$ cat src/rtl/mult_share_pkg.sv
// Shared types and defaults for the multiplier-sharing arbiter.
// State encoding and default NREQ/W/IDW used by the top, picker and interface.
package mult_share_pkg;

  localparam logic [1:0] ST_IDLE  = 2'd0;
  localparam logic [1:0] ST_START = 2'd1;
  localparam logic [1:0] ST_RUN   = 2'd2;
  localparam logic [1:0] ST_DONE  = 2'd3;

  localparam int NREQ_DEF = 4;
  localparam int W_DEF    = 16;
  localparam int IDW_DEF  = 3;

  typedef enum logic [1:0] {
    IDLE  = ST_IDLE,
    START = ST_START,
    RUN   = ST_RUN,
    DONE  = ST_DONE
  } state_t;

endpackage

$ cat src/rtl/mult_share_arbiter_if.sv
// Requester-side and booth_mult-side signals of the shared multiplier arbiter.
// slave = arbiter view, master = environment (requesters + multiplier) view.
interface mult_share_arbiter_if
  import mult_share_pkg::*;
#(
  parameter int NREQ = NREQ_DEF,
  parameter int W    = W_DEF,
  parameter int IDW  = IDW_DEF
);

  logic [NREQ-1:0]   req;
  logic [NREQ*W-1:0] a_in;
  logic [NREQ*W-1:0] b_in;
  logic [NREQ-1:0]   done;
  logic [2*W-1:0]    result;
  logic [IDW-1:0]    gnt_id;
  logic              arb_busy;
  logic              m_en;
  logic [W-1:0]      m_a;
  logic [W-1:0]      m_b;
  logic [2*W-1:0]    m_r;
  logic              m_busy;

  modport slave (
    input  req, a_in, b_in, m_r, m_busy,
    output done, result, gnt_id, arb_busy, m_en, m_a, m_b
  );

  modport master (
    output req, a_in, b_in, m_r, m_busy,
    input  done, result, gnt_id, arb_busy, m_en, m_a, m_b
  );

endinterface

$ cat src/rtl/mult_share_pick.sv
// Combinational request picker: rotate by rr pointer, lowest-index first, unrotate.
// Zero latency; a zero pointer degenerates to fixed lowest-index priority.
module mult_share_pick
  import mult_share_pkg::*;
#(
  parameter int NREQ = NREQ_DEF,
  parameter int IDW  = IDW_DEF
) (
  input  logic [NREQ-1:0] i_req,
  input  logic [IDW-1:0]  i_rr_ptr,
  output logic            o_vld,
  output logic [IDW-1:0]  o_idx
);

  logic [NREQ-1:0] w_rot;

  always_comb begin
    w_rot = '0;
    o_vld = 1'b0;
    o_idx = '0;
    for (int k = 0; k < NREQ; k++) begin
      w_rot[k] = i_req[(k + int'(i_rr_ptr)) % NREQ];
    end
    // Descending scan so the lowest rotated position is the last writer.
    for (int k = NREQ - 1; k >= 0; k--) begin
      if (w_rot[k]) begin
        o_vld = 1'b1;
        o_idx = IDW'((k + int'(i_rr_ptr)) % NREQ);
      end
    end
  end

endmodule

$ cat src/rtl/mult_share_arbiter.sv
// Shares one booth_mult between NREQ requesters; grant -> START -> RUN -> DONE, all outputs registered.
// Losers wait indefinitely; round-robin when MULT_SHARE_RR_EN is defined, else fixed lowest-index priority.
module mult_share_arbiter
  import mult_share_pkg::*;
#(
  parameter int NREQ = NREQ_DEF,
  parameter int W    = W_DEF,
  parameter int IDW  = IDW_DEF
) (
  input logic                clk,
  input logic                rst,
  mult_share_arbiter_if.slave bus
);

  state_t           r_state, w_state_nxt;
  logic [NREQ-1:0]  r_done, w_done_nxt;
  logic [2*W-1:0]   r_result, w_result_nxt;
  logic [IDW-1:0]   r_gnt_id, w_gnt_nxt;
  logic             r_arb_busy, w_abusy_nxt;
  logic             r_m_en, w_men_nxt;
  logic [W-1:0]     r_m_a, w_ma_nxt;
  logic [W-1:0]     r_m_b, w_mb_nxt;
  logic             r_busy_q;
  logic             w_pick_vld;
  logic [IDW-1:0]   w_pick_idx;
  logic [IDW-1:0]   w_rr_ptr;

`ifdef MULT_SHARE_RR_EN
  logic [IDW-1:0] r_rr_ptr;

  always_ff @(posedge clk) begin
    if (rst) begin
      r_rr_ptr <= '0;
    end else if (r_state == IDLE && w_pick_vld) begin
      r_rr_ptr <= (w_pick_idx == IDW'(NREQ - 1)) ? '0 : w_pick_idx + IDW'(1);
    end
  end

  assign w_rr_ptr = r_rr_ptr;
`else
  assign w_rr_ptr = '0;
`endif

  mult_share_pick #(.NREQ(NREQ), .IDW(IDW)) u_pick (
    .i_req    (bus.req),
    .i_rr_ptr (w_rr_ptr),
    .o_vld    (w_pick_vld),
    .o_idx    (w_pick_idx)
  );

  always_ff @(posedge clk) begin
    if (rst) begin
      r_state    <= IDLE;
      r_done     <= '0;
      r_result   <= '0;
      r_gnt_id   <= '0;
      r_arb_busy <= 1'b0;
      r_m_en     <= 1'b0;
      r_m_a      <= '0;
      r_m_b      <= '0;
      r_busy_q   <= 1'b0;
    end else begin
      r_state    <= w_state_nxt;
      r_done     <= w_done_nxt;
      r_result   <= w_result_nxt;
      r_gnt_id   <= w_gnt_nxt;
      r_arb_busy <= w_abusy_nxt;
      r_m_en     <= w_men_nxt;
      r_m_a      <= w_ma_nxt;
      r_m_b      <= w_mb_nxt;
      r_busy_q   <= bus.m_busy;
    end
  end

  always_comb begin
    w_state_nxt  = r_state;
    w_done_nxt   = '0;
    w_result_nxt = r_result;
    w_gnt_nxt    = r_gnt_id;
    w_abusy_nxt  = r_arb_busy;
    w_men_nxt    = r_m_en;
    w_ma_nxt     = r_m_a;
    w_mb_nxt     = r_m_b;
    case (r_state)
      IDLE: begin
        if (w_pick_vld) begin
          w_gnt_nxt   = w_pick_idx;
          w_ma_nxt    = bus.a_in[int'(w_pick_idx) * W +: W];
          w_mb_nxt    = bus.b_in[int'(w_pick_idx) * W +: W];
          w_men_nxt   = 1'b1;
          w_abusy_nxt = 1'b1;
          w_state_nxt = START;
        end
      end
      START: begin
        // Require a fresh busy rise so a stale busy level cannot fake an ack.
        if (bus.m_busy && !r_busy_q) begin
          w_men_nxt   = 1'b0;
          w_state_nxt = RUN;
        end
      end
      RUN: begin
        if (!bus.m_busy) begin
          w_result_nxt = bus.m_r;
          for (int k = 0; k < NREQ; k++) begin
            if (IDW'(k) == r_gnt_id) w_done_nxt[k] = 1'b1;
          end
          w_state_nxt = DONE;
        end
      end
      DONE: begin
        w_abusy_nxt = 1'b0;
        w_state_nxt = IDLE;
      end
      default: w_state_nxt = IDLE;
    endcase
  end

  assign bus.done     = r_done;
  assign bus.result   = r_result;
  assign bus.gnt_id   = r_gnt_id;
  assign bus.arb_busy = r_arb_busy;
  assign bus.m_en     = r_m_en;
  assign bus.m_a      = r_m_a;
  assign bus.m_b      = r_m_b;

endmodule
$ cat src/flat_wrapper.sv
// flat-port wrapper written by rule: the top's interface ports become plain ports
module mult_share_arbiter_flat import mult_share_pkg::*;
#(
  parameter int NREQ = NREQ_DEF,
  parameter int W    = W_DEF,
  parameter int IDW  = IDW_DEF
)
  (clk, rst, bus_req, bus_a_in, bus_b_in, bus_m_r, bus_m_busy, bus_done, bus_result, bus_gnt_id, bus_arb_busy, bus_m_en, bus_m_a, bus_m_b);
  mult_share_arbiter_if #(.NREQ(NREQ), .W(W), .IDW(IDW)) bus_i ();
  input logic clk;
  input logic rst;
  input wire logic [$bits(bus_i.req)-1:0] bus_req;
  input wire logic [$bits(bus_i.a_in)-1:0] bus_a_in;
  input wire logic [$bits(bus_i.b_in)-1:0] bus_b_in;
  input wire logic [$bits(bus_i.m_r)-1:0] bus_m_r;
  input wire logic [$bits(bus_i.m_busy)-1:0] bus_m_busy;
  output wire logic [$bits(bus_i.done)-1:0] bus_done;
  output wire logic [$bits(bus_i.result)-1:0] bus_result;
  output wire logic [$bits(bus_i.gnt_id)-1:0] bus_gnt_id;
  output wire logic [$bits(bus_i.arb_busy)-1:0] bus_arb_busy;
  output wire logic [$bits(bus_i.m_en)-1:0] bus_m_en;
  output wire logic [$bits(bus_i.m_a)-1:0] bus_m_a;
  output wire logic [$bits(bus_i.m_b)-1:0] bus_m_b;
  assign bus_i.req = bus_req;
  assign bus_i.a_in = bus_a_in;
  assign bus_i.b_in = bus_b_in;
  assign bus_i.m_r = bus_m_r;
  assign bus_i.m_busy = bus_m_busy;
  assign bus_done = bus_i.done;
  assign bus_result = bus_i.result;
  assign bus_gnt_id = bus_i.gnt_id;
  assign bus_arb_busy = bus_i.arb_busy;
  assign bus_m_en = bus_i.m_en;
  assign bus_m_a = bus_i.m_a;
  assign bus_m_b = bus_i.m_b;
  mult_share_arbiter #(.NREQ(NREQ), .W(W), .IDW(IDW)) u_core (.clk(clk), .rst(rst), .bus(bus_i));
endmodule
$ cat config.mk
export PLATFORM = sky130hd
export DESIGN_NAME = mult_share_arbiter_flat
export DESIGN_NICKNAME = d
export VERILOG_FILES = /design/src/rtl/mult_share_pkg.sv /design/src/rtl/mult_share_arbiter_if.sv /design/src/rtl/mult_share_pick.sv /design/src/rtl/mult_share_arbiter.sv /design/src/flat_wrapper.sv
export SDC_FILE = /design/constraint.sdc
export NUM_CORES = 1
export LEC_CHECK = 0
export BUFFER_PORTS_ARGS = -buffer_cell sky130_fd_sc_hd__buf_2
export CORE_ASPECT_RATIO = 0.6
export CORE_UTILIZATION = 40
export CTS_BUF_LIST = sky130_fd_sc_hd__clkbuf_8 sky130_fd_sc_hd__clkbuf_16
export CTS_CLUSTER_SIZE = 10
export DETAILED_ROUTE_END_ITERATION = 8
export HOLD_SLACK_MARGIN = 0.03
export PLACE_DENSITY = 0.71
export SLEW_MARGIN = 15
export SYNTH_ARGS = -nofsm -noshare
export SYNTH_HDL_FRONTEND = slang
export SYNTH_SLANG_ARGS = --single-unit
$ cat constraint.sdc
create_clock -name clk -period 3.4 [get_ports clk]
set_input_delay 0.34 -clock clk [delete_from_list [all_inputs] [get_ports clk]]
set_output_delay 0.34 -clock clk [all_outputs]
set_load 0.01 [all_outputs]
-- After elaboration in Yosys (flattened, before gate mapping)
Cells that the tools add are included.
- memory bits (read-only): 0
- RAM bits: 0
- output and inout bits: 73
- memories: 0
- latch bits: 0
- bits of input ports: 167
- bits in registers: 76
- word-level logic and storage cells: 54
- equality and inequality tests: 9
- magnitude comparators: 0
- shift operators: 2
- divide/modulo/power cells: 0
- mux-type cells: 20
- add/subtract/negate cells: 0
- multipliers: 0
- reductions and logical operators: 12
- bitwise operators: 2
- operators by type and width (kind ; count):
    indexed part select 64 x 8 -> 16 bit ; 2
    two-way mux 1 bit ; 10
    two-way mux 3 bit ; 3
    two-way mux 2 bit ; 4
    one-hot mux 2 bit (4 select lines) ; 1
    == test 2 x 3 -> 1 bit, first input constant ; 2
    AND reduction 2 bit ; 3
    AND reduction 3 bit ; 2
    == test 2 bit, second input constant ; 2
    != test 2 bit, second input constant ; 2
    one-hot mux 1 bit (2 select lines) ; 2
    nonzero test 2 bit ; 2
    == test 1 x 3 -> 1 bit, first input constant ; 1
    logical NOT 3 bit ; 1
    OR reduction 3 bit ; 1
    == test 2 x 1 -> 1 bit, second input constant ; 1
    logical NOT 2 bit ; 1
    != test 2 x 1 -> 1 bit, second input constant ; 1
    inverter 1 bit ; 2
    logical AND 1 bit ; 1
    logical NOT 1 bit ; 1

-- Logic depth before layout (Yosys ltp)
Gate-level depths: netlist of run 1.
- word-level depth: 6
- gate-level depth with buffers: 7
- depth with buffers taken out: 5

-- Hierarchy
A second synthesis of run 1 with hierarchy kept.
- cell total of the unflattened synthesis: 327
- area total of the unflattened synthesis: 3449.6 µm²
- modules (own cells, without submodules) (module ; instances ; seq. area each (µm²) ; area each (µm²) ; cells each):
    mult_share_arbiter ; 1 ; 1521.5 ; 3360.7 ; 312
    mult_share_pick ; 1 ; 0.0 ; 88.8 ; 15

-- Worst setup path before layout of run 1
OpenSTA, ideal clock, no wires.
- kind: flip-flop to flip-flop
- start point: reg u_core.r_state[0]
- end point: reg u_core.r_m_a[6] (netlist: u_core.bus.m_a[6])
- cell stages (with the launch flop): 8
- path buffers: 2
- setup slack: 1922 ps
- clock period less this slack: 1478 ps
- required time: 3316 ps
- data arrival time: 1394 ps
- setup time: 84 ps
- cells stage by stage: dfxtp_1 -> inv_1 -> ha_1 -> buf_2 -> o41ai_4 -> nand2b_1 -> buf_2 -> o31ai_2
- cells in the longest elaborated chain, start to end: 2
- ends and longest elaborated chain (item ; RTL line ; RTL):
    start: declaration ; mult_share_arbiter.sv:15 ; state_t r_state, w_state_nxt;
    start signal: assignment ; mult_share_arbiter.sv:63 ; r_state <= w_state_nxt;
    logical NOT 2 bit ; mult_share_arbiter.sv:84 ; case (r_state)
    AND reduction 2 bit (no line) ; -- ;
    end signal: assignment ; mult_share_arbiter.sv:69 ; r_m_a <= w_ma_nxt;
    end: declaration ; mult_share_arbiter.sv:21 ; logic [W-1:0] r_m_a, w_ma_nxt;
Every way passes these cells.
A chain may end at the register's enable or synchronous reset.

-- Worst setup path after layout of run 1
- start point: reg u_core.r_state[0]
- end point: reg u_core.r_m_b[5] (netlist: u_core.bus.m_b[5])
- cells in the longest elaborated chain, start to end: 2
- ends and longest elaborated chain (item ; RTL line ; RTL):
    logical NOT 2 bit ; mult_share_arbiter.sv:84 ;
    AND reduction 2 bit (no line) ; -- ;
    end signal: assignment ; mult_share_arbiter.sv:70 ; r_m_b <= w_mb_nxt;
    end: declaration ; mult_share_arbiter.sv:22 ; logic [W-1:0] r_m_b, w_mb_nxt;
Every way passes these cells.

==> summary.txt, run 1 <==
Status
  • Outcome: finished, final reports clean

Pwr
  • Leakage: 2.58 nW
  • Combinational share of power: 0.357
  • Power Density: 571 nW/um^2
  • Total chip power: around 3.2 mW
  • Switching Share: 0.364
  • Seq pwr share: 0.376
  • Max VDD drop: a little over 0.3 mV
  • Internal power: slightly above 2 mW
  • Sw Pwr: around 1.2 mW
  • Clock share of power: 0.267

Critical path
  • Critical path cell sequence: inv_1 -> ha_1 -> o41ai_4 -> nand2b_1 -> buf_4 -> o31ai_1
  • Crit Path Max Fanout: 20
  • R2r startpoint: u_core.r_state[0]
  • Crit path buf inv count: 2
  • Setup crit start kind: flop
  • Top cell family by delay on the critical path: buffers and inverters
  • Worst EP arrival: 2400 ps
  • Reg-to-Reg End: u_core.bus.m_b[5]
  • R2R Setup Slk: 1230 ps
  • Crit-path slowest cell: nand2b_1
  • Slowest cell delay on critical path: 440 ps
  • Critical path class: flop to flop
  • Worst setup EP type: flop
  • Req. time, crit path: about 3600 ps
  • Register-to-Register Path Depth: 6

STA
  • Setup_tns: 0 ps
  • Worst slew pin tran: ~1200 ps
  • Final setup violation count: 0
  • Tcrit/Tclk final: 0.637
  • Fmax: 461 MHz
  • RSZ-0062 raised after global routing: false
  • Clock Skew: between 4 and 5 ps
  • Min Tclk post-route: 2170 ps
  • Max Transition Viols Final: 0
  • Max transition margin: 0.203
  • Final Hold Violating Endpoints: 0

Clocking
  • Clock Latency Late Sink: 330 ps
  • CTS root buffer: clkbuf_16
  • Post-CTS Setup Inserts: 0
  • Maximum clock path buffer count: 2
  • CTS clk-pin slew, worst paths: 60 ps
  • CTS tree: done
  • H-tree depth: 3
  • Resized cells post-CTS: 0
  • Sink Count: 75
  • Hold Buf Count CTS: 0
  • CTS Buf Count: 9

Global route
  • Overall routing resource usage: 0.254
  • Initial antenna violation count: 0
  • Largest net degree at the start of global routing: 79
  • First-pass GRT wire length: 21900 microns
  • GRT Residual Overflow: 0
  • Vias in the first global route: 4321

Layout
  • Multi-input logic area: 2370 sq um
  • Layout cells sized above 1: 0.385
  • Seq. cell area: 1500 sq um
  • Final Util: 0.553
  • Area grow syn2layout: 31.6%
  • Final #Nets: slightly below 900
  • Fillcell total: a little under 1000

Floorplan
  • Die Y: 81.8 microns
  • Core area: just over 10000 sq um
  • Num ports: 240
  • Row cnt: 28
  • Die ar.: roughly 11000 sq um
  • Die width: 135 microns
  • Initial Util: 0.420

Synthesis
  • Seq/Total Area, Yosys: 0.354
  • Seq cells post-synth: 75
  • Distinct cells, synth: 38
  • Syn nets: 675
  • Syn Std Cell Area: 4240 sq um
  • Mapped Avg Cell Area: 8.42 sq um
  • Ys Warns: 0
  • Synth Instances: 504

Min path
  • Min-Delay Startpoint: bus_m_r[23]
  • Hold Path End: u_core.bus.result[23]
  • Hold Path Class: primary input to flop
  • Hold Crit Depth: 3

Detailed routing
  • DR vias/cell: about 5.7
  • Final WL: 14500 microns
  • Via count: around 4800
  • DRT antenna net count: 0
  • DR iter-0 viols: 321
  • DRC viols: 0
  • Pre-Repair DR Iteration Count: 5
  • Routed wire per std cell: 17.3 microns

Placement
  • Post-DP HPWL: 10100 microns
  • PortBufs: 238
  • Global placement routability congestion: 0.929

Run
  • MaxCap Viol Count: 0
-- cells in the final DEF, fill, tap and decap left out, types with 4 or more instances in the layout --
cell type	Yosys	routed
nand2_1	67	67
clkbuf_16	0	9
a21oi_1	63	63
buf_2	22	238
nor4b_1	64	64
nor3b_1	32	32
dfxtp_1	75	75
buf_4	10	8
o31ai_1	29	29
ha_1	4	4
o21ai_0	4	4
inv_1	5	7
a211o_1	33	33
nand3_1	32	32
-- flip-flops by register name (all words and copies together) (netlist names) --
register,cells
u_core.bus.arb_busy,1
u_core.bus.done,4
u_core.bus.gnt_id,2
u_core.bus.m_a,16
u_core.bus.m_b,16
u_core.bus.m_en,1
u_core.bus.result,32
u_core.r_busy_q,1
u_core.r_state,2
-- stage by stage --
stage	instances	hold slack (ps)	worst slack (ps)	cell area, sq um
after floorplan	504	468	1920	4240
after global placement	822	438	1150	5320
after detailed placement	822	445	1090	5320
after CTS	838	234	1260	5580
after global routing	838	244	1080	5580
final	839	245	1230	5580
-- synth_stat cells (all sizes together) --
| master | count | area share |
|---|---|---|
| a211o | 33 | 0.068 |
| a211oi | 1 | 0.0018 |
| a21boi | 1 | 0.0018 |
| a21oi | 66 | 0.081 |
| a221oi | 1 | 0.0021 |
| a222oi | 1 | 0.0024 |
| and3 | 2 | 0.0029 |
| buf | 38 | 0.060 |
| clkbuf | 25 | 0.022 |
| conb | 1 | 0.00088 |
| dfxtp | 75 | 0.35 |
| ha | 4 | 0.012 |
| inv | 7 | 0.0062 |
| mux2i | 1 | 0.0024 |
| nand2 | 67 | 0.059 |
| nand2b | 3 | 0.0044 |
| nand3 | 32 | 0.038 |
| nor2 | 1 | 0.00088 |
| nor2b | 2 | 0.0029 |
| nor3b | 32 | 0.057 |
| nor4 | 3 | 0.0044 |
| nor4b | 64 | 0.13 |
| o211a | 1 | 0.0024 |
| o21ai | 4 | 0.0047 |
| o311ai | 1 | 0.0021 |
| o31ai | 32 | 0.060 |
| o41ai | 2 | 0.0086 |
| or2 | 2 | 0.0030 |
| or3 | 1 | 0.0015 |
| or4b | 1 | 0.0024 |
-- power by group through the flow --
stage | logic (mW) | clock network [mW] | registers (mW)
global route | 1.23 | 0.912 | 1.22
global placement | 1.11 | 0 | 1.21
CTS | 1.13 | 0.873 | 1.20
finish | 1.14 | 0.853 | 1.20
detailed placement | 1.13 | 0 | 1.21
floorplan | 0.618 | 0 | 1.29
-- cell families after synthesis --
kind of cell               share of synthesized area
other                                       0.000884
adders and majority gates                     0.0118
and+or+nand+nor                                0.308
DFF                                            0.354
buffers and inverters                         0.0882
muxes                                        0.00236
AOI/OAI and AO/OA                              0.235
-- layer usage --
metal,wire length [microns],vias up,global-route usage
met5,0,-,0
met4,158,0,0.0820
met3,1120,12,0.0469
met2,6710,223,0.407
met1,6570,2289,0.346
li1,-,2269,-
-- area by class of cell --
class,count,area share
flip-flops and latches,75,0.269
inverters,7,0.00471
diodes,1,0.000448
multi-input cells,359,0.424
clock buffers,9,0.0403
repair buffers,246,0.224
well taps,135,0.0303
clock inverters,7,0.00672
-- worst register-to-register path, stage by stage (launching register included) --
cell and delay (ps):
dfxtp_1 340, inv_1 90, ha_1 400, o41ai_4 150, nand2b_1 440, buf_4 370
o31ai_1 300
-- how the worst max path moves through the flow --
stage	depth (start not counted)	slack (ps)	startpoint	end
2_1_floorplan	7	1920	u_core.r_state[0]	u_core.bus.m_a[6]
3_3_place_gp	4	1150	bus_req[2]	u_core.bus.m_b[15]
3_5_place_dp	4	1090	bus_req[2]	u_core.bus.m_b[5]
4_1_cts	6	1260	u_core.r_state[0]	u_core.bus.m_b[5]
5_1_grt	6	1080	u_core.r_state[0]	u_core.bus.m_b[15]
6_report	6	1230	u_core.r_state[0]	u_core.bus.m_b[5]
Power figures use the tool's default switching activity.
==> inputs of run 2 (changes only) <==
--- a/config.mk
+++ b/config.mk
@@ -5,6 +5,7 @@
 export SDC_FILE = /design/constraint.sdc
 export NUM_CORES = 1
 export LEC_CHECK = 0
+export ABC_AREA = 1
 export BUFFER_PORTS_ARGS = -buffer_cell sky130_fd_sc_hd__buf_2
 export CORE_ASPECT_RATIO = 0.6
 export CORE_UTILIZATION = 40
@@ -12,7 +13,7 @@
 export CTS_CLUSTER_SIZE = 10
 export DETAILED_ROUTE_END_ITERATION = 8
 export HOLD_SLACK_MARGIN = 0.03
-export PLACE_DENSITY = 0.71
+export PLACE_DENSITY = 0.69
 export SLEW_MARGIN = 15
 export SYNTH_ARGS = -nofsm -noshare
 export SYNTH_HDL_FRONTEND = slang
==> constraint.sdc (replaced) <==
create_clock -name clk -period 2.2 [get_ports clk]
set_input_delay 0.22 -clock clk [delete_from_list [all_inputs] [get_ports clk]]
set_output_delay 0.22 -clock clk [all_outputs]
set_load 0.01 [all_outputs]
==> summary.txt, run 2 <==
Clocking
  • CTS tree: done (unchanged)
  • Hold Buf Count CTS: 0 (unchanged)
  • Post-CTS Setup Inserts: 0 (unchanged)
  • CTS clk-pin slew, worst paths: 60 ps (about the same)
  • Clock Latency Late Sink: 330 ps (about the same)
  • CTS Buf Count: 9 (unchanged)
  • Sink Count: 75 (unchanged)
  • Resized cells post-CTS: 0 (unchanged)
  • H-tree depth: 3 (unchanged)
  • Maximum clock path buffer count: 2 (unchanged)
  • CTS root buffer: clkbuf_16 (unchanged)

STA
  • Min Tclk post-route: 1570 ps (was 2170 ps)
  • Final Hold Violating Endpoints: 0 (unchanged)
  • Fmax: 637 MHz (was 461 MHz)
  • Worst slew pin tran: 626 ps (was 1190 ps)
  • Setup_tns: 0 ps (unchanged)
  • Max Transition Viols Final: 0 (unchanged)
  • RSZ-0062 raised after global routing: false (unchanged)
  • Final setup violation count: 0 (unchanged)
  • Max transition margin: 0.582 (was 0.203)
  • Clock Skew: 4.01 ps (was 4.71 ps)
  • Tcrit/Tclk final: 0.714 (was 0.637)

Layout
  • Area grow syn2layout: 33.7% (was 31.6%)
  • Final instance area: 6210 sq um (was 5580 sq um)
  • Fillcell total: 1177 (was 980)
  • Most common cell after layout, fill and taps aside: buf_2 (unchanged)
  • Final Util: 0.550 (was 0.553)
  • # diodes: 0 (was 1)
  • Layout cells sized above 1: 0.314 (was 0.385)
  • Number of flip-flops in the largest register: 32 (unchanged)
  • Most frequent cells in the layout: buf_2 (238), inv_1 (170), nand3_1 (134), nor2_1 (133), nand2_1 (102) (was buf_2 (238), dfxtp_1 (75), nand2_1 (67), nor4b_1 (64), a21oi_1 (63))
  • Final #Nets: 1139 (was 869)

Detailed routing
  • Via count: 5121 (was 4793)
  • Routed wire per std cell: 12.0 microns (was 17.3 microns)
  • DRC viols: 0 (unchanged)
  • DR vias/cell: 4.52 (was 5.71)
  • DR iter-0 viols: 236 (was 321)
  • Pre-Repair DR Iteration Count: 6 (was 5)
  • DRT antenna net count: 0 (unchanged)
  • Final WL: 13600 microns (was 14500 microns)

Global route
  • Initial antenna violation count: 0 (unchanged)
  • First-pass GRT wire length: 21900 microns (about the same)
  • Overall routing resource usage: 0.229 (was 0.254)
  • GRT Residual Overflow: 0 (unchanged)
  • Largest net degree at the start of global routing: 39 (was 79)
  • Vias in the first global route: 4592 (was 4321)

Placement
  • PortBufs: 238 (unchanged)
  • DP Area: 5850 sq um (was 5320 sq um)
  • Post-DP HPWL: 9970 microns (was 10100 microns)
  • Global placement routability congestion: 0.840 (was 0.929)

Critical path
  • Slowest cell delay on critical path: 360 ps (was 440 ps)
  • Crit-path slowest cell: buf_4 (was nand2b_1)
  • Top cell family by delay on the critical path: buffers and inverters (unchanged)
  • Crit Path Max Fanout: 31 (was 20)
  • Worst EP arrival: 1800 ps (was 2400 ps)
  • Critical path class: flop to flop (unchanged)
  • Crit path buf inv count: 4 (was 2)
  • Req. time, crit path: 2430 ps (was 3630 ps)
  • Critical path cell sequence: inv_1 -> ha_1 -> nand2_2 -> inv_2 -> buf_4 -> nand3_1 -> nand2_1 -> inv_1 (was inv_1 -> ha_1 -> o41ai_4 -> nand2b_1 -> buf_4 -> o31ai_1)
  • Worst setup EP type: flop (unchanged)
  • Most frequent CP cell: inv_1
  • Setup crit start kind: flop (unchanged)

Pwr
  • Internal power: 3.88 mW (was 2.03 mW)
  • Power Density: 986 nW/um^2 (was 571 nW/um^2)
  • Combinational share of power: 0.398 (was 0.357)
  • Clock share of power: 0.285 (was 0.267)
  • Max VDD drop: 0.497 mV (was 0.304 mV)
  • Seq pwr share: 0.318 (was 0.376)
  • Leakage: 3.90 nW (was 2.58 nW)
  • Switching Share: 0.367 (was 0.364)
  • Total chip power: 6.12 mW (was 3.19 mW)
  • Sw Pwr: 2.24 mW (was 1.16 mW)

Synthesis
  • Seq cells post-synth: 75 (unchanged)
  • Synth top area share: 0.323 (was 0.354)
  • Syn Std Cell Area: 4640 sq um (was 4240 sq um)
  • Ys flop type: dfxtp_1 (unchanged)
  • Post-synth EDFFs: 0 (unchanged)
  • Mapped Avg Cell Area: 6.16 sq um (was 8.42 sq um)
  • Top post-synthesis cells by area: dfxtp_1 (32%), nand3_1 (14%), inv_1 (14%) (was dfxtp_1 (35%), nor4b_1 (13%), a21oi_1 (7.4%))
  • Largest area contributor in the netlist: dfxtp_1 (unchanged)
  • Seq/Total Area, Yosys: 0.323 (was 0.354)
  • Synth Instances: 754 (was 504)
  • Ys Warns: 0 (unchanged)
  • Top-count cell post-synth: inv_1 (was dfxtp_1)
  • Syn nets: 925 (was 675)
  • Distinct cells, synth: 27 (was 38)
  • Post-synth top cells: inv_1 (170), nand3_1 (134), nor2_1 (134) (was dfxtp_1 (75), nand2_1 (67), nor4b_1 (64))
  • Async SR Flop Fraction: 0 (unchanged)

Floorplan
  • Initial Util: 0.411 (was 0.420)
  • Core area: 11300 sq um (was 10100 sq um)
  • Die width: 141 microns (was 135 microns)
  • Die Y: 85.4 microns (was 81.8 microns)
  • Row cnt: 30 (was 28)
  • Die ar.: 12100 sq um (was 11000 sq um)
  • Num ports: 240 (unchanged)

Min path
  • Hold Path Class: primary input to flop (unchanged)

Status
  • Outcome: finished, final reports clean (unchanged)

Run
  • MaxCap Viol Count: 0 (unchanged)
[run 2: kinds of logic (layout without fill, tap and decap cells)]
| group | count (synthesis) | in the layout | synth area share |
|---|---|---|---|
| DFF | 75 | 75 | 0.323 |
| and+or+nand+nor | 409 | 409 | 0.411 |
| adders and majority gates | 4 | 4 | 0.0108 |
| buffers and inverters | 223 | 442 | 0.208 |
| AOI/OAI and AO/OA | 42 | 42 | 0.0469 |
| other | 1 | 1 | 0.000808 |
[run 2: worst paths after layout]
path / start / to / slack (ps) / cells after the start
setup reg to reg: u_core.r_state[0] / u_core.bus.m_b[15] / 630 / 8
hold reg to reg: u_core.bus.result[17] / u_core.bus.result[17] / 500 / 2
setup / recovery: u_core.r_state[0] / u_core.bus.m_b[15] / 630 / 8
hold / removal: bus_m_r[0] / u_core.bus.result[0] / 110 / 3
[run 2: layout make-up]
| type | instances | area (sq um) | share of cell area |
|---|---|---|---|
| clock inverters | 5 | 108 | 0.0173 |
| repair buffers | 252 | 1310 | 0.211 |
| inverters | 174 | 653 | 0.105 |
| multi-input cells | 456 | 2180 | 0.352 |
| clock buffers | 11 | 253 | 0.0407 |
| flip-flops and latches | 75 | 1500 | 0.242 |
| well taps | 160 | 200 | 0.0322 |
[run 2: power groups by stage]
stage	Clock (mW)	Sequential (mW)	Combinational (mW)
finish	1.74	1.94	2.43
global route	1.85	1.98	2.73
CTS	1.78	1.94	2.46
detailed placement	0	1.96	2.45
global placement	0	1.97	2.41
floorplan	0	2.12	1.54
[run 2: through the flow]
stage	std cells	setup slack, ps	hold WS [ps]
finish	1133	629	113
global route	1133	450	107
CTS	1133	629	101
detailed placement	1117	547	449
global placement	1117	558	443
floorplan	754	793	355
[run 2: metal layers]
metal  up-vias  track usage  wire [microns]  share of wire
met3        10       0.0581             909          0.067
met4         0       0.0504              91         0.0067
li1       2699            -               -              -
met1      2221        0.313            6540           0.48
met2       191        0.364            6110           0.45
met5         -            0               0              0
[run 2: worst min-delay path, stage by stage]
cell and delay [ps]:
buf_2 80, nor2_1 30, nor2_1 80
==> inputs of run 3 (changes only) <==
--- a/config.mk
+++ b/config.mk
@@ -13,7 +13,7 @@
 export CTS_CLUSTER_SIZE = 10
 export DETAILED_ROUTE_END_ITERATION = 8
 export HOLD_SLACK_MARGIN = 0.03
-export PLACE_DENSITY = 0.69
+export PLACE_DENSITY = 0.72
 export SLEW_MARGIN = 15
 export SYNTH_ARGS = -nofsm -noshare
 export SYNTH_HDL_FRONTEND = slang
==> constraint.sdc (replaced) <==
create_clock -name clk -period 1.4 [get_ports clk]
set_input_delay 0.14 -clock clk [delete_from_list [all_inputs] [get_ports clk]]
set_output_delay 0.14 -clock clk [all_outputs]
set_load 0.01 [all_outputs]
==> summary.txt, run 3 (synthesized netlist as in run 2, its figures left out) <==
Critical path
  • Crit-path slowest cell: dfxtp_2 (was buf_4)
  • Slowest cell delay on critical path: 340 ps (was 360 ps)
  • Req. time, crit path: 1640 ps (was 2430 ps)
  • Worst setup EP type: flop (unchanged)
  • Critical path cell sequence: inv_4 -> ha_2 -> inv_1 -> nor2_4 -> buf_4 -> nand2_1 -> nor3_1 (was inv_1 -> ha_1 -> nand2_2 -> inv_2 -> buf_4 -> nand3_1 -> nand2_1 -> inv_1)
  • Crit path buf inv count: 3 (was 4)
  • Setup crit start kind: flop (unchanged)
  • Worst EP arrival: 1580 ps (was 1800 ps)
  • Critical path class: flop to flop (unchanged)
  • Crit Path Max Fanout: 6 (was 31)
  • Top cell family by delay on the critical path: simple AND/OR/NAND/NOR gates (was buffers and inverters)

Layout
  • Seq. cell area: 1500 sq um (about the same)
  • Most frequent cells in the layout: buf_2 (238), inv_1 (167), nand3_1 (134), nor2_1 (132), nand2_1 (102) (was buf_2 (238), inv_1 (170), nand3_1 (134), nor2_1 (133), nand2_1 (102))
  • Multi-input logic area: 2220 sq um (was 2180 sq um)
  • Final #Nets: 1153 (was 1139)
  • Layout cells sized above 1: 0.321 (was 0.314)
  • Fin cells: 1150 (was 1133)
  • Area grow syn2layout: 39.7% (was 33.7%)
  • Most common cell after layout, fill and taps aside: buf_2 (unchanged)
  • Number of flip-flops in the largest register: 32 (unchanged)
  • Fillcell total: 1144 (was 1177)

Clocking
  • Maximum clock path buffer count: 2 (unchanged)
  • CTS clk-pin slew, worst paths: 60 ps (about the same)
  • Sink Count: 75 (unchanged)
  • CTS root buffer: clkbuf_16 (unchanged)
  • Clock Latency Late Sink: 330 ps (about the same)
  • CTS tree: done (unchanged)
  • H-tree depth: 3 (unchanged)
  • CTS Buf Count: 9 (unchanged)

Detailed routing
  • Routed wire per std cell: 12.2 microns (was 12.0 microns)
  • Via count: 5214 (was 5121)
  • DR vias/cell: 4.53 (was 4.52)
  • Pre-Repair DR Iteration Count: 5 (was 6)
  • DR iter-0 viols: 199 (was 236)
  • DRC viols: 0 (unchanged)
  • DRT antenna net count: 0 (unchanged)
  • Final WL: 14000 microns (was 13600 microns)

Global route
  • GRT Residual Overflow: 0 (unchanged)
  • Largest net degree at the start of global routing: 61 (was 39)
  • Overall routing resource usage: 0.230 (was 0.229)
  • Vias in the first global route: 4747 (was 4592)
  • Initial antenna violation count: 3 (was 0)
  • First-pass GRT wire length: 22200 microns (was 21900 microns)

Status
  • Outcome: finished, final reports clean (unchanged)

Floorplan
  • Core area: 11300 sq um (unchanged)
  • Num ports: 240 (unchanged)
  • Die ar.: 12100 sq um (unchanged)
  • Row cnt: 30 (unchanged)
  • Die Y: 85.4 microns (unchanged)
  • Initial Util: 0.411 (unchanged)
  • Die width: 141 microns (unchanged)

STA
  • Clock Skew: 6.90 ps (was 4.01 ps)
  • Min Tclk post-route: 1330 ps (was 1570 ps)
  • Worst slew pin tran: 615 ps (was 626 ps)
  • Setup_tns: 0 ps (unchanged)
  • Final setup violation count: 0 (unchanged)
  • Max transition margin: 0.589 (was 0.582)
  • Tcrit/Tclk final: 0.952 (was 0.714)
  • Final Hold Violating Endpoints: 0 (unchanged)
  • Max Transition Viols Final: 0 (unchanged)
  • Fmax: 751 MHz (was 637 MHz)
  • RSZ-0062 raised after global routing: true (was false)

Pwr
  • Leakage: 3.99 nW (was 3.90 nW)
  • Power Density: 1530 nW/um^2 (was 986 nW/um^2)
  • Max VDD drop: 0.771 mV (was 0.497 mV)

Run
  • MaxCap Viol Count: 0 (unchanged)

Placement
  • Post-DP HPWL: 9990 microns (was 9970 microns)
  • Global placement routability congestion: 0.827 (was 0.840)
  • PortBufs: 238 (unchanged)
  • Dpl cells: 1117 (unchanged)

Min path
  • Hold Path Class: primary input to flop (unchanged)
run 3: cell count changes in the layout (fill, tap and decap cells not counted), sizes merged:
cell	delta
clkinv	+1
inv	+1
bufinv	-1
clkinvlp	+1
dlygate4sd3	+12
diode	+3
run 3: cell type report:
cell class / count / area share
Timing Repair Buffer: 266 / 0.243
Sequential cell: 75 / 0.232
Tap cell: 160 / 0.0309
Antenna cell: 3 / 0.00116
Clock buffer: 9 / 0.0347
Multi-Input combinational cell: 456 / 0.342
Inverter: 174 / 0.101
Clock inverter: 7 / 0.0152
run 3: timing repair:
| action | CTS | global route |
|---|---|---|
| resized for setup | 2 | 16 |
| pin swaps | 0 | 0 |
| hold buffers | 12 | 0 |
| hold endpoints to repair | 12 | 0 |
| cloned | 0 | 2 |
| setup buffers | 0 | 0 |
| setup endpoints to repair | 35 | 72 |
run 3: per-layer routing:
metal | up-vias | routed length [microns] | track usage
li1 | 2735 | - | -
met1 | 2290 | 6630 | 0.291
met2 | 175 | 6200 | 0.379
met3 | 14 | 1030 | 0.0790
met4 | 0 | 153 | 0.0435
met5 | - | 0 | 0
run 3: worst min-delay path: stages:
cell	delay, ps
buf_2	80
nor2_1	40
nor2_1	80
run 3: final timing paths:
kind / start / cells past startpoint / slack (ps) / endpoint
min: bus_m_r[19] / 3 / 40 / u_core.bus.result[19]
max reg2reg: u_core.r_state[0] / 7 / 70 / u_core.bus.done[3]
max: u_core.r_state[0] / 7 / 70 / u_core.bus.done[3]
min reg2reg: u_core.bus.result[14] / 2 / 490 / u_core.bus.result[14]
run 3: power breakdown:
group          switching [mW]  internal (mW)  leakage [nW]
Sequential              0.322           2.75         0.618
Clock                   0.926           1.57         0.156
Combinational            2.51           1.85          3.22
run 3: through the flow:
step	worst slack, ps	hold slack, ps	util	instance area [sq um]	power (mW)
after CTS	7.57	30.3	0.565	6390	9.64
after floorplan	84.4	275	-	4640	5.75
final	67.9	38.9	0.574	6480	9.93
after detailed placement	-35.6	369	0.525	5940	7.05
after global routing	-60.7	37.3	0.573	6480	10.7
after global placement	-21.5	364	0.525	5940	6.99
